**config.mk**
```make
export PLATFORM = sky130hd
export DESIGN_NAME = led_ctrl_flat
export DESIGN_NICKNAME = d
export VERILOG_FILES = /design/src/rtl/led_ctrl_defs.vh /design/src/rtl/led_ctrl_pkg.sv /design/src/rtl/led_ctrl_if.sv /design/src/rtl/led_tick.sv /design/src/rtl/led_ctrl.sv /design/src/flat_wrapper.sv
export SDC_FILE = /design/constraint.sdc
export NUM_CORES = 1
export LEC_CHECK = 0
export CAP_MARGIN = 10
export CORE_AREA = 2 2 127 129
export CTS_CLUSTER_SIZE = 14
export DETAILED_ROUTE_END_ITERATION = 10
export DIE_AREA = 0 0 129 131
export REMOVE_ABC_BUFFERS = 1
export SLEW_MARGIN = 20
export SYNTH_ARGS = -nofsm -noshare
export SYNTH_HDL_FRONTEND = slang
export SYNTH_SLANG_ARGS = --single-unit
```
**constraint.sdc**
```tcl
create_clock -name clk -period 2.25 [get_ports clk]
set_input_delay 0.225 -clock clk [delete_from_list [all_inputs] [get_ports clk]]
set_output_delay 0.225 -clock clk [all_outputs]
set_load 0.02 [all_outputs]
```
**src/rtl/led_ctrl_defs.vh**
```
// rtl/led_ctrl_defs.vh - register map, mode encodings and field positions for software and the bus decoder
`ifndef LED_CTRL_DEFS_VH
`define LED_CTRL_DEFS_VH

`define LED_CTRL_ADDR_CTRL       2'd0
`define LED_CTRL_ADDR_VALUE      2'd1
`define LED_CTRL_ADDR_DUTY       2'd2
`define LED_CTRL_ADDR_STATUS     2'd3

`define LED_CTRL_MODE_DIRECT     2'd0
`define LED_CTRL_MODE_BLINK      2'd1
`define LED_CTRL_MODE_ROTATE     2'd2
`define LED_CTRL_MODE_PWM        2'd3

`define LED_CTRL_CTRL_MODE_LSB   0
`define LED_CTRL_CTRL_MODE_MSB   1
`define LED_CTRL_CTRL_PERIOD_LSB 8
`define LED_CTRL_CTRL_PERIOD_MSB 15
`define LED_CTRL_VALUE_LSB       0
`define LED_CTRL_VALUE_MSB       7
`define LED_CTRL_DUTY_LSB        0
`define LED_CTRL_DUTY_MSB        7
`define LED_CTRL_STATUS_LED_LSB  0
`define LED_CTRL_STATUS_LED_MSB  7
`define LED_CTRL_STATUS_STEP_BIT 8

`endif

```
**src/rtl/led_ctrl_pkg.sv**
```systemverilog
// rtl/led_ctrl_pkg.sv - shared types, register addresses and helpers for the LED controller
package led_ctrl_pkg;

    typedef enum logic [1:0] {
        MODE_DIRECT = 2'd0,
        MODE_BLINK  = 2'd1,
        MODE_ROTATE = 2'd2,
        MODE_PWM    = 2'd3
    } mode_e;

    localparam logic [1:0] ADDR_CTRL   = 2'd0;
    localparam logic [1:0] ADDR_VALUE  = 2'd1;
    localparam logic [1:0] ADDR_DUTY   = 2'd2;
    localparam logic [1:0] ADDR_STATUS = 2'd3;

    function automatic logic [7:0] rotl8(input logic [7:0] v);
        return {v[6:0], v[7]};
    endfunction

endpackage

```
**src/rtl/led_ctrl_if.sv**
```systemverilog
// rtl/led_ctrl_if.sv - register bus between the decoder and the LED controller
interface led_ctrl_if;
    logic        en;
    logic        wr_en;
    logic [1:0]  addr;
    logic [15:0] data;
    logic [15:0] rd_data;

    modport master (output en, output wr_en, output addr, output data, input rd_data);
    modport slave  (input en, input wr_en, input addr, input data, output rd_data);
endinterface

```
**src/rtl/led_tick.sv**
```systemverilog
// rtl/led_tick.sv - free-running prescaler emitting a registered one-cycle tick every PRESCALE clocks
module led_tick #(
    parameter int PRESCALE = 50000
) (
    input  logic clk,
    input  logic rst_n,
    output logic tick
);
    localparam logic [15:0] LAST = 16'(PRESCALE - 1);

    logic [15:0] r_cnt;
    logic        r_tick;

    // Registered tick: first pulse is consumed PRESCALE edges after the first edge out of reset.
    always_ff @(posedge clk or negedge rst_n) begin
        if (!rst_n) begin
            r_cnt  <= '0;
            r_tick <= 1'b0;
        end else if (r_cnt == LAST) begin
            r_cnt  <= '0;
            r_tick <= 1'b1;
        end else begin
            r_cnt  <= r_cnt + 16'd1;
            r_tick <= 1'b0;
        end
    end

    assign tick = r_tick;
endmodule

```
**src/rtl/led_ctrl.sv**
```systemverilog
// rtl/led_ctrl.sv - register-programmed 8-LED driver with direct, blink, rotate and PWM modes
module led_ctrl
    import led_ctrl_pkg::*;
#(
    parameter int PRESCALE = 50000
) (
    input  logic           clk,
    input  logic           rst_n,
    led_ctrl_if.slave      bus,
    output logic [7:0]     led_out
);
    logic        w_tick;
    logic        w_wr;
    logic        w_rd;
    logic        w_wr_ctrl;
    logic        w_wr_value;
    logic        w_wr_duty;
    logic        w_step;
    logic        w_step_apply;
    mode_e       w_new_mode;
    logic [7:0]  w_led_next;
    logic [15:0] w_rd_mux;

    mode_e       r_mode;
    logic [7:0]  r_period;
    logic [7:0]  r_value;
    logic [7:0]  r_duty;
    logic [7:0]  r_work;
    logic [7:0]  r_step_cnt;
    logic        r_phase;
    logic [7:0]  r_pwm_cnt;
    logic        r_step_d;
    logic [7:0]  r_led;
    logic [15:0] r_rd_data;

    led_tick #(.PRESCALE(PRESCALE)) u_tick (
        .clk   (clk),
        .rst_n (rst_n),
        .tick  (w_tick)
    );

    assign w_wr         = bus.en & bus.wr_en;
    assign w_rd         = bus.en & ~bus.wr_en;
    assign w_wr_ctrl    = w_wr && (bus.addr == ADDR_CTRL);
    assign w_wr_value   = w_wr && (bus.addr == ADDR_VALUE);
    assign w_wr_duty    = w_wr && (bus.addr == ADDR_DUTY);
    assign w_new_mode   = mode_e'(bus.data[1:0]);
    assign w_step       = w_tick && (r_step_cnt == r_period);
    // A register write in the same cycle as a step wins; the step's effect is dropped.
    assign w_step_apply = w_step && !w_wr;

    always_ff @(posedge clk or negedge rst_n) begin
        if (!rst_n) begin
            r_mode   <= MODE_DIRECT;
            r_period <= '0;
            r_value  <= '0;
            r_duty   <= '0;
        end else begin
            if (w_wr_ctrl) begin
                r_mode   <= w_new_mode;
                r_period <= bus.data[15:8];
            end
            if (w_wr_value) r_value <= bus.data[7:0];
            if (w_wr_duty)  r_duty  <= bus.data[7:0];
        end
    end

    // CTRL writes restart the pattern timebase; the prescaler keeps running.
    always_ff @(posedge clk or negedge rst_n) begin
        if (!rst_n) begin
            r_step_cnt <= '0;
            r_phase    <= 1'b0;
            r_pwm_cnt  <= '0;
            r_step_d   <= 1'b0;
        end else begin
            r_step_d <= w_step;
            if (w_wr_ctrl) begin
                r_step_cnt <= '0;
                r_phase    <= 1'b0;
                r_pwm_cnt  <= '0;
            end else begin
                r_pwm_cnt <= r_pwm_cnt + 8'd1;
                if (w_tick) r_step_cnt <= w_step ? 8'd0 : r_step_cnt + 8'd1;
                if (w_step_apply) r_phase <= ~r_phase;
            end
        end
    end

    always_ff @(posedge clk or negedge rst_n) begin
        if (!rst_n) begin
            r_work <= '0;
        end else if (w_wr_ctrl && (w_new_mode == MODE_ROTATE) && (r_mode != MODE_ROTATE)) begin
            r_work <= r_value;
        end else if (w_wr_value && (r_mode == MODE_ROTATE)) begin
            r_work <= bus.data[7:0];
        end else if (w_step_apply && (r_mode == MODE_ROTATE)) begin
            r_work <= rotl8(r_work);
        end
    end

    always_comb begin
        w_led_next = 8'h00;
        case (r_mode)
            MODE_DIRECT: w_led_next = r_value;
            MODE_BLINK:  w_led_next = r_phase ? r_value : 8'h00;
            MODE_ROTATE: w_led_next = r_work;
            MODE_PWM:    w_led_next = (r_pwm_cnt < r_duty) ? r_value : 8'h00;
            default:     w_led_next = 8'h00;
        endcase
    end

    always_comb begin
        w_rd_mux = 16'h0000;
        case (bus.addr)
            ADDR_CTRL:   w_rd_mux = {r_period, 6'b0, r_mode};
            ADDR_VALUE:  w_rd_mux = {8'h00, r_value};
            ADDR_DUTY:   w_rd_mux = {8'h00, r_duty};
            ADDR_STATUS: w_rd_mux = {7'b0, r_step_d, r_led};
            default:     w_rd_mux = 16'h0000;
        endcase
    end

    always_ff @(posedge clk or negedge rst_n) begin
        if (!rst_n) begin
            r_led     <= '0;
            r_rd_data <= '0;
        end else begin
            r_led <= w_led_next;
            if (w_rd) r_rd_data <= w_rd_mux;
        end
    end

    assign led_out     = r_led;
    assign bus.rd_data = r_rd_data;
endmodule

```
**src/flat_wrapper.sv**
```systemverilog
// flat-port wrapper written by rule: the top's interface ports become plain ports
module led_ctrl_flat import led_ctrl_pkg::*;
#(
    parameter int PRESCALE = 50000
)
  (clk, rst_n, led_out, bus_en, bus_wr_en, bus_addr, bus_data, bus_rd_data);
  led_ctrl_if bus_i ();
  input  logic clk;
  input  logic rst_n;
  output logic [7:0] led_out;
  input wire logic [$bits(bus_i.en)-1:0] bus_en;
  input wire logic [$bits(bus_i.wr_en)-1:0] bus_wr_en;
  input wire logic [$bits(bus_i.addr)-1:0] bus_addr;
  input wire logic [$bits(bus_i.data)-1:0] bus_data;
  output wire logic [$bits(bus_i.rd_data)-1:0] bus_rd_data;
  assign bus_i.en = bus_en;
  assign bus_i.wr_en = bus_wr_en;
  assign bus_i.addr = bus_addr;
  assign bus_i.data = bus_data;
  assign bus_rd_data = bus_i.rd_data;
  led_ctrl #(.PRESCALE(PRESCALE)) u_core (.clk(clk), .rst_n(rst_n), .bus(bus_i), .led_out(led_out));
endmodule
```
==> flow_summary_export.csv, run 1 <==
group,metric,value,unit
route,wirelength,10600,µm
route,dr.first_iter.drc_count,243,
route,drc,0,
sta,fmax,575,MHz
logic_synthesis,synth_ff_type,"dfrtp_1",
layout,design_area,5640,µm²
min_path,min_path_type,"input pin to asynchronous set/reset pin",
floorplanning,rows,46,
logic_synthesis,synth_cell_type_count,43,
layout,num-fill-cells,1534,
layout,nNetsFinal,525,
route,dr.pass1.iters,4,
logic_synthesis,yosys-top-cells-area,"dfrtp_1 51%, mux2_2 7.9%, nor2_1 4.5%",
logic_synthesis,synth.cell_area,4540,µm²
status,status,"completed",
floorplanning,io_pins,46,
logic_synthesis,netlist.area_leader.share,0.512,
logic_synthesis,synth-seq-area-share,0.512,
layout,final_layout_size_suffix_gt1_frac,0.155,
logic_synthesis,synthTopCellsByCount,"93 x dfrtp_1, 55 x nor2_1, 37 x nand2_1",
layout,syn_to_final_growth,24.0,%
setup_path,endpoint,"u_core.r_work[3]",
clocking,cts-buffers-inserted,9,
sta,setup_violations,0,
sta,fin_setup_tns,0,ns
sta,hold_slack,0.338,ns
clocking,cts_hold_buf,1,
logic_synthesis,synth.most_common_cell,"dfrtp_1",
clocking,h-tree-depth,3,
logic_synthesis,syn_area_per_cell,10.5,µm²
clocking,ctsResizeCount,0,
logic_synthesis,synth-seq-cells,93,
setup_path,reg2reg_to,"u_core.r_work[3]",
sta,relSlewSlack,0.492,
sta,tightestPinTransition,0.756,ns
run,maxCapViolCount,0,
setup_path,endpoint_kind,"flip-flop",
clocking,postCtsSetupRepairBufs,0,
clocking,clock_sinks,93,
logic_synthesis,ys_async_sr_fraction,1.00,
sta,min_period,1.74,ns
logic_synthesis,synth_edf_count,0,
setup_path,r2r_cells,5,
floorplanning,die_w,129,µm
global_routing,antenna_found_initial,0,
global_routing,grt_pass1_wl,17700,µm
setup_path,r2r_start,"u_core.r_mode[1]",
logic_synthesis,yosys_warnings,0,
setup_path,critPathMaxFanout,8,
power_and_ir_drop,vdd_drop_max,355,µV
power_and_ir_drop,leakagePower,2.46,nW
clocking,path_clk_slew,0.07,ns
layout,regArea,2330,µm²
clocking,tritoncts,"yes",
floorplanning,die_h,131,µm
sta,slew_violations,0,
clocking,clockRootBuffer,"clkbuf_16",
floorplanning,dieArea,16900,µm²
place,io_buffer_count,45,
setup_path,start_kind,"input pin",
setup_path,crit_type,"input pin to flip-flop",
logic_synthesis,syn_inst,432,
global_routing,gr-total-overflow,0,
route,vias,3273,
route,ant_nets,0,
clocking,clk_latency,0.34,ns
floorplanning,coreArea,15600,µm²
global_routing,grt_pass1_vias,3517,
place,gp_congestion,0.815,
place,hpwl,7960,µm
global_routing,grtUsageTotal,0.135,
sta,min_period_over_period,0.773,
sta,rsz0062_at_grt,"no",
sta,finalClockSkew,0.00722,ns
layout,antenna_cells,0,
clocking,clock_path_buffers,2,
power_and_ir_drop,power_density,894,nW/µm²
setup_path,ff2ff_setup_slack,0.51,ns
logic_synthesis,yosysTopAreaCell,"dfrtp_1",
layout,multiInputGateArea,2090,µm²
setup_path,critPathRequiredTime,2.47,ns
route,wl_per_cell,14.8,µm
sta,hold_viol_final,0,
place,dpl_cell_area,5350,µm²
global_routing,grt_max_degree,69,
setup_path,crit_start,"bus_wr_en",
route,via_per_inst,4.59,
setup_path,critPathArrivalTime,1.96,ns
floorplanning,initial_core_util,0.291,
-- report_power, final --
part           switching (mW)  internal (mW)
Sequential              0.324           1.99
Clock                   0.624          0.804
Combinational           0.640          0.651
-- per-stage QoR --
| step | instances | worst slack [ns] | utilization | total power, mW |
|---|---|---|---|---|
| 2_1_floorplan | 419 | 0.443 | - | 3.05 |
| 3_3_place_gp | 697 | 0.190 | 0.343 | 3.63 |
| 3_5_place_dp | 697 | 0.157 | 0.343 | 3.65 |
| 4_1_cts | 713 | 0.515 | 0.361 | 5.10 |
| 5_1_grt | 713 | 0.382 | 0.361 | 5.34 |
| 6_report | 713 | 0.511 | 0.361 | 5.04 |
-- cell usage in the layout (no fill, tap or decap), types with 4 or more instances in the layout --
cell and count:
a31oi_1 7, a21oi_1 17, clkbuf_16 9, inv_1 20
nand2_1 37, nand3_1 15, clkdlybuf4s50_1 44, mux2i_1 10
o21ai_0 21, nor2_1 55, nand4_1 7, ha_1 10
xnor2_1 18, nor3_1 4, xor2_1 15, nand2b_1 7
buf_4 17, dfrtp_1 93, mux2_2 32, nor2b_1 8
a22o_1 8, a221oi_1 6
-- kinds of logic (layout without fill, tap and decap cells) --
| logic type | Yosys count | count (layout) | synth area share |
|---|---|---|---|
| xor gates and xnor gates | 33 | 33 | 0.0636 |
| adders and majority gates | 10 | 10 | 0.0275 |
| and+or+nand+nor | 155 | 155 | 0.174 |
| AOI/OAI and AO/OA | 66 | 66 | 0.0931 |
| DFF | 93 | 93 | 0.512 |
| buffers and inverters | 33 | 98 | 0.0284 |
| muxes | 42 | 42 | 0.101 |
-- routing by layer --
| layer | track usage | part of all wire |
|---|---|---|
| met4 | 0.0428 | 0.017 |
| met1 | 0.164 | 0.44 |
| met3 | 0.0354 | 0.041 |
| met5 | 0 | 0 |
| met2 | 0.236 | 0.51 |
-- critical path, stage by stage --
cell             delay [ns]
clkdlybuf4s50_1        0.55
and4bb_2               0.33
nand4b_4               0.09
nand2_2                0.09
a31oi_4                0.30
mux2_2                 0.38
-- worst min-delay path by stage --
| stage | start | end | slack, ns | cells past startpoint |
|---|---|---|---|---|
| final | rst_n | u_core.bus.rd_data[5] | 0.34 | 2 |
| after global routing | rst_n | u_core.bus.rd_data[7] | 0.37 | 2 |
| after CTS | rst_n | u_core.bus.rd_data[5] | 0.34 | 2 |
| after detailed placement | rst_n | u_core.bus.rd_data[5] | 0.16 | 1 |
| after global placement | rst_n | u_core.bus.rd_data[7] | 0.15 | 1 |
| after floorplan | rst_n | u_core.bus.rd_data[0] | -0.07 | 0 |
-- area by class of cell --
| cell class | instances | area share |
|---|---|---|
| multi-input cells | 306 | 0.370 |
| inverters | 20 | 0.0133 |
| repair buffers | 63 | 0.106 |
| flip-flops and latches | 93 | 0.413 |
| clock inverters | 3 | 0.00377 |
| well taps | 216 | 0.0479 |
| clock buffers | 12 | 0.0455 |
-- state kept, by name, summed over array words and instances, names as in the netlist --
name	count
u_core.r_period	8
u_core.r_phase	1
u_core.r_duty	8
u_core.bus.rd_data	16
u_core.r_value	8
u_core.u_tick.tick	1
u_core.u_tick.r_cnt	16
u_core.r_pwm_cnt	8
u_core.r_mode	2
u_core.led_out	8
u_core.r_step_cnt	8
u_core.r_step_d	1
u_core.r_work	8
(Power assumes the default switching activity.)
==> run 2, diff against run 1 <==
==> constraint.sdc (replaced) <==
create_clock -name clk -period 1.62 [get_ports clk]
set_input_delay 0.162 -clock clk [delete_from_list [all_inputs] [get_ports clk]]
set_output_delay 0.162 -clock clk [all_outputs]
set_load 0.02 [all_outputs]
==> run 2 against run 1 <==
Clock skew shrank 0.00066 ns. Utilization grew 3.4 points. The flow now finishes with violations (negative setup slack). Largest cell class unchanged. Cell area grew 9.5%. Combinational power grew 67%. Worst hold slack lost 0.023 ns. Critical path depth shrank 1. First-iteration DRC count shrank 21%. Sequential power grew 38%. Largest power group unchanged.
==> flow_summary_export.csv, run 2 (synthesis gave the netlist of run 1 again) <==
group,metric,value,unit
global_routing,gr-total-overflow,0,
route,dr.pass1.iters,4,
power_and_ir_drop,power_density,1260,nW/µm²
clocking,cts-buffers-inserted,9,
run,maxCapViolCount,0,
setup_path,cp_num_cells,5,
power_and_ir_drop,leakagePower,2.76,nW
setup_path,critPathArrivalTime,1.87,ns
place,hpwl,8530,µm
global_routing,antenna_found_initial,0,
setup_path,critPathMaxFanout,8,
place,gp_congestion,0.813,
route,wl_per_cell,14.6,µm
setup_path,r2r_cells,5,
setup_path,ff2ff_setup_slack,-0.01,ns
power_and_ir_drop,vdd_drop_max,617,µV
floorplanning,io_pins,46,
setup_path,slowest_stage,"dfrtp_1",
global_routing,grtUsageTotal,0.141,
sta,setup_slack,-0.0113,ns
floorplanning,dieArea,16900,µm²
setup_path,path_cells,"xnor2_1, nand3_1, nor3_4, a31oi_4, mux2_2",
clocking,h-tree-depth,3,
floorplanning,coreArea,15600,µm²
layout,finalCoreUtilization,0.396,
setup_path,reg2reg_to,"u_core.r_work[6]",
setup_path,path_buf_inv,0,
setup_path,endpoint_kind,"flip-flop",
layout,antenna_cells,0,
clocking,clock_sinks,93,
sta,min_period_over_period,1.01,
status,violations,"negative setup slack",
setup_path,path_delay_family,"simple AND/OR/NAND/NOR gates",
setup_path,r2r_start,"u_core.r_period[7]",
sta,min_period,1.63,ns
route,wirelength,11200,µm
global_routing,grt_pass1_vias,3585,
sta,fmax,613,MHz
floorplanning,die_h,131,µm
clocking,path_clk_slew,0.07,ns
setup_path,crit_start,"u_core.r_period[7]",
min_path,min_path_type,"input pin to asynchronous set/reset pin",
place,io_buffer_count,45,
floorplanning,die_w,129,µm
sta,rsz0062_at_grt,"yes",
clocking,clk_latency,0.35,ns
layout,syn_to_final_growth,35.8,%
floorplanning,initial_core_util,0.291,
clocking,tritoncts,"yes",
clocking,clockRootBuffer,"clkbuf_16",
route,ant_nets,0,
floorplanning,rows,46,
sta,finalClockSkew,0.00656,ns
layout,mostFrequentLayoutCells,"91 x dfrtp_1, 67 x buf_4, 55 x nor2_1, 44 x clkdlybuf4s50_1, 37 x nand2_1",
route,dr.first_iter.drc_count,191,
layout,nNetsFinal,576,
sta,slew_violations,0,
layout,final_layout_size_suffix_gt1_frac,0.262,
global_routing,grt_pass1_wl,18300,µm
route,vias,3529,
setup_path,endpoint,"u_core.r_work[6]",
status,status,"complete, but fails checks",
route,drc,0,
setup_path,start_kind,"flip-flop",
sta,hold_viol_final,0,
setup_path,critPathRequiredTime,1.86,ns
setup_path,slowest_delay,0.40,ns
layout,final_common_cell,"dfrtp_1",
clocking,clock_path_buffers,2,
setup_path,crit_type,"flip-flop to flip-flop",
sta,relSlewSlack,0.691,
route,via_per_inst,4.61,
sta,tightestPinTransition,0.461,ns
global_routing,grt_max_degree,32,
sta,setup_violations,6,
sta,fin_setup_tns,-0.0392,ns
==> run 2: changes by cell type in the layout (fill, tap and decap cells not counted), sizes merged <==
cell	before	now
buf	18	69
bufinv	0	3
clkbuf	12	9
inv	20	22
clkinv	2	1
==> run 2: worst min path at each step <==
stage	from	endpoint	depth (start not counted)	slack (ns)
floorplan	rst_n	u_core.bus.rd_data[0]	0	-0.13
global placement	rst_n	u_core.bus.rd_data[7]	1	0.14
detailed placement	rst_n	u_core.bus.rd_data[5]	1	0.14
CTS	rst_n	u_core.bus.rd_data[2]	2	0.31
global route	rst_n	u_core.r_duty[4]	2	0.36
finish	rst_n	u_core.bus.rd_data[5]	2	0.31
==> run 2: power by group <==
group / switching (mW) / total [mW] / internal [mW]
registers: 0.417 / 3.19 / 2.77
clock network: 0.931 / 2.45 / 1.52
logic: 1.03 / 2.15 / 1.12
total: 2.38 / 7.79 / 5.41
==> run 2: layout make-up <==
type | count | area (µm²)
inverters | 20 | 75.1
well taps | 216 | 270
repair buffers | 114 | 993
multi-input cells | 306 | 2160
flip-flops and latches | 93 | 2330
clock buffers | 9 | 225
clock inverters | 7 | 120
fillers | 1474 | 9430
==> run 2: worst register-to-register path: cells and delay by family, from the launching register on <==
family | cells | cell delay, ns
AND/OR/NAND/NOR | 2 | 0.44
multiplexers | 1 | 0.31
XOR/XNOR | 1 | 0.17
AO/OA/AOI/OAI | 1 | 0.19
flip-flops | 1 | 0.40
==> run 2: routing by layer <==
metal	track usage	part of all wire
met2	0.240	0.50
met3	0.0257	0.033
met5	0	0
met1	0.174	0.44
met4	0.0691	0.021
==> run 2: repair_timing <==
action,in CTS,in global routing
pin swaps,3,4
hold endpoints to repair,27,0
hold buffers,1,0
buffers inserted,2,8
setup endpoints to repair,7,33
resized for setup,2,20
==> run 2: metrics by stage <==
| stage | hold WS (ns) | instance area [µm²] | power, mW | worst slack (ns) | cells |
|---|---|---|---|---|---|
| after detailed placement | 0.142 | 5680 | 5.19 | -0.372 | 739 |
| final | 0.315 | 6170 | 7.79 | -0.0113 | 765 |
| after global placement | 0.140 | 5680 | 5.11 | -0.338 | 739 |
| after floorplan | -0.134 | 4490 | 4.23 | -0.187 | 419 |
| after global routing | 0.361 | 6170 | 8.25 | -0.106 | 765 |
| after CTS | 0.307 | 6050 | 7.70 | -0.0224 | 758 |
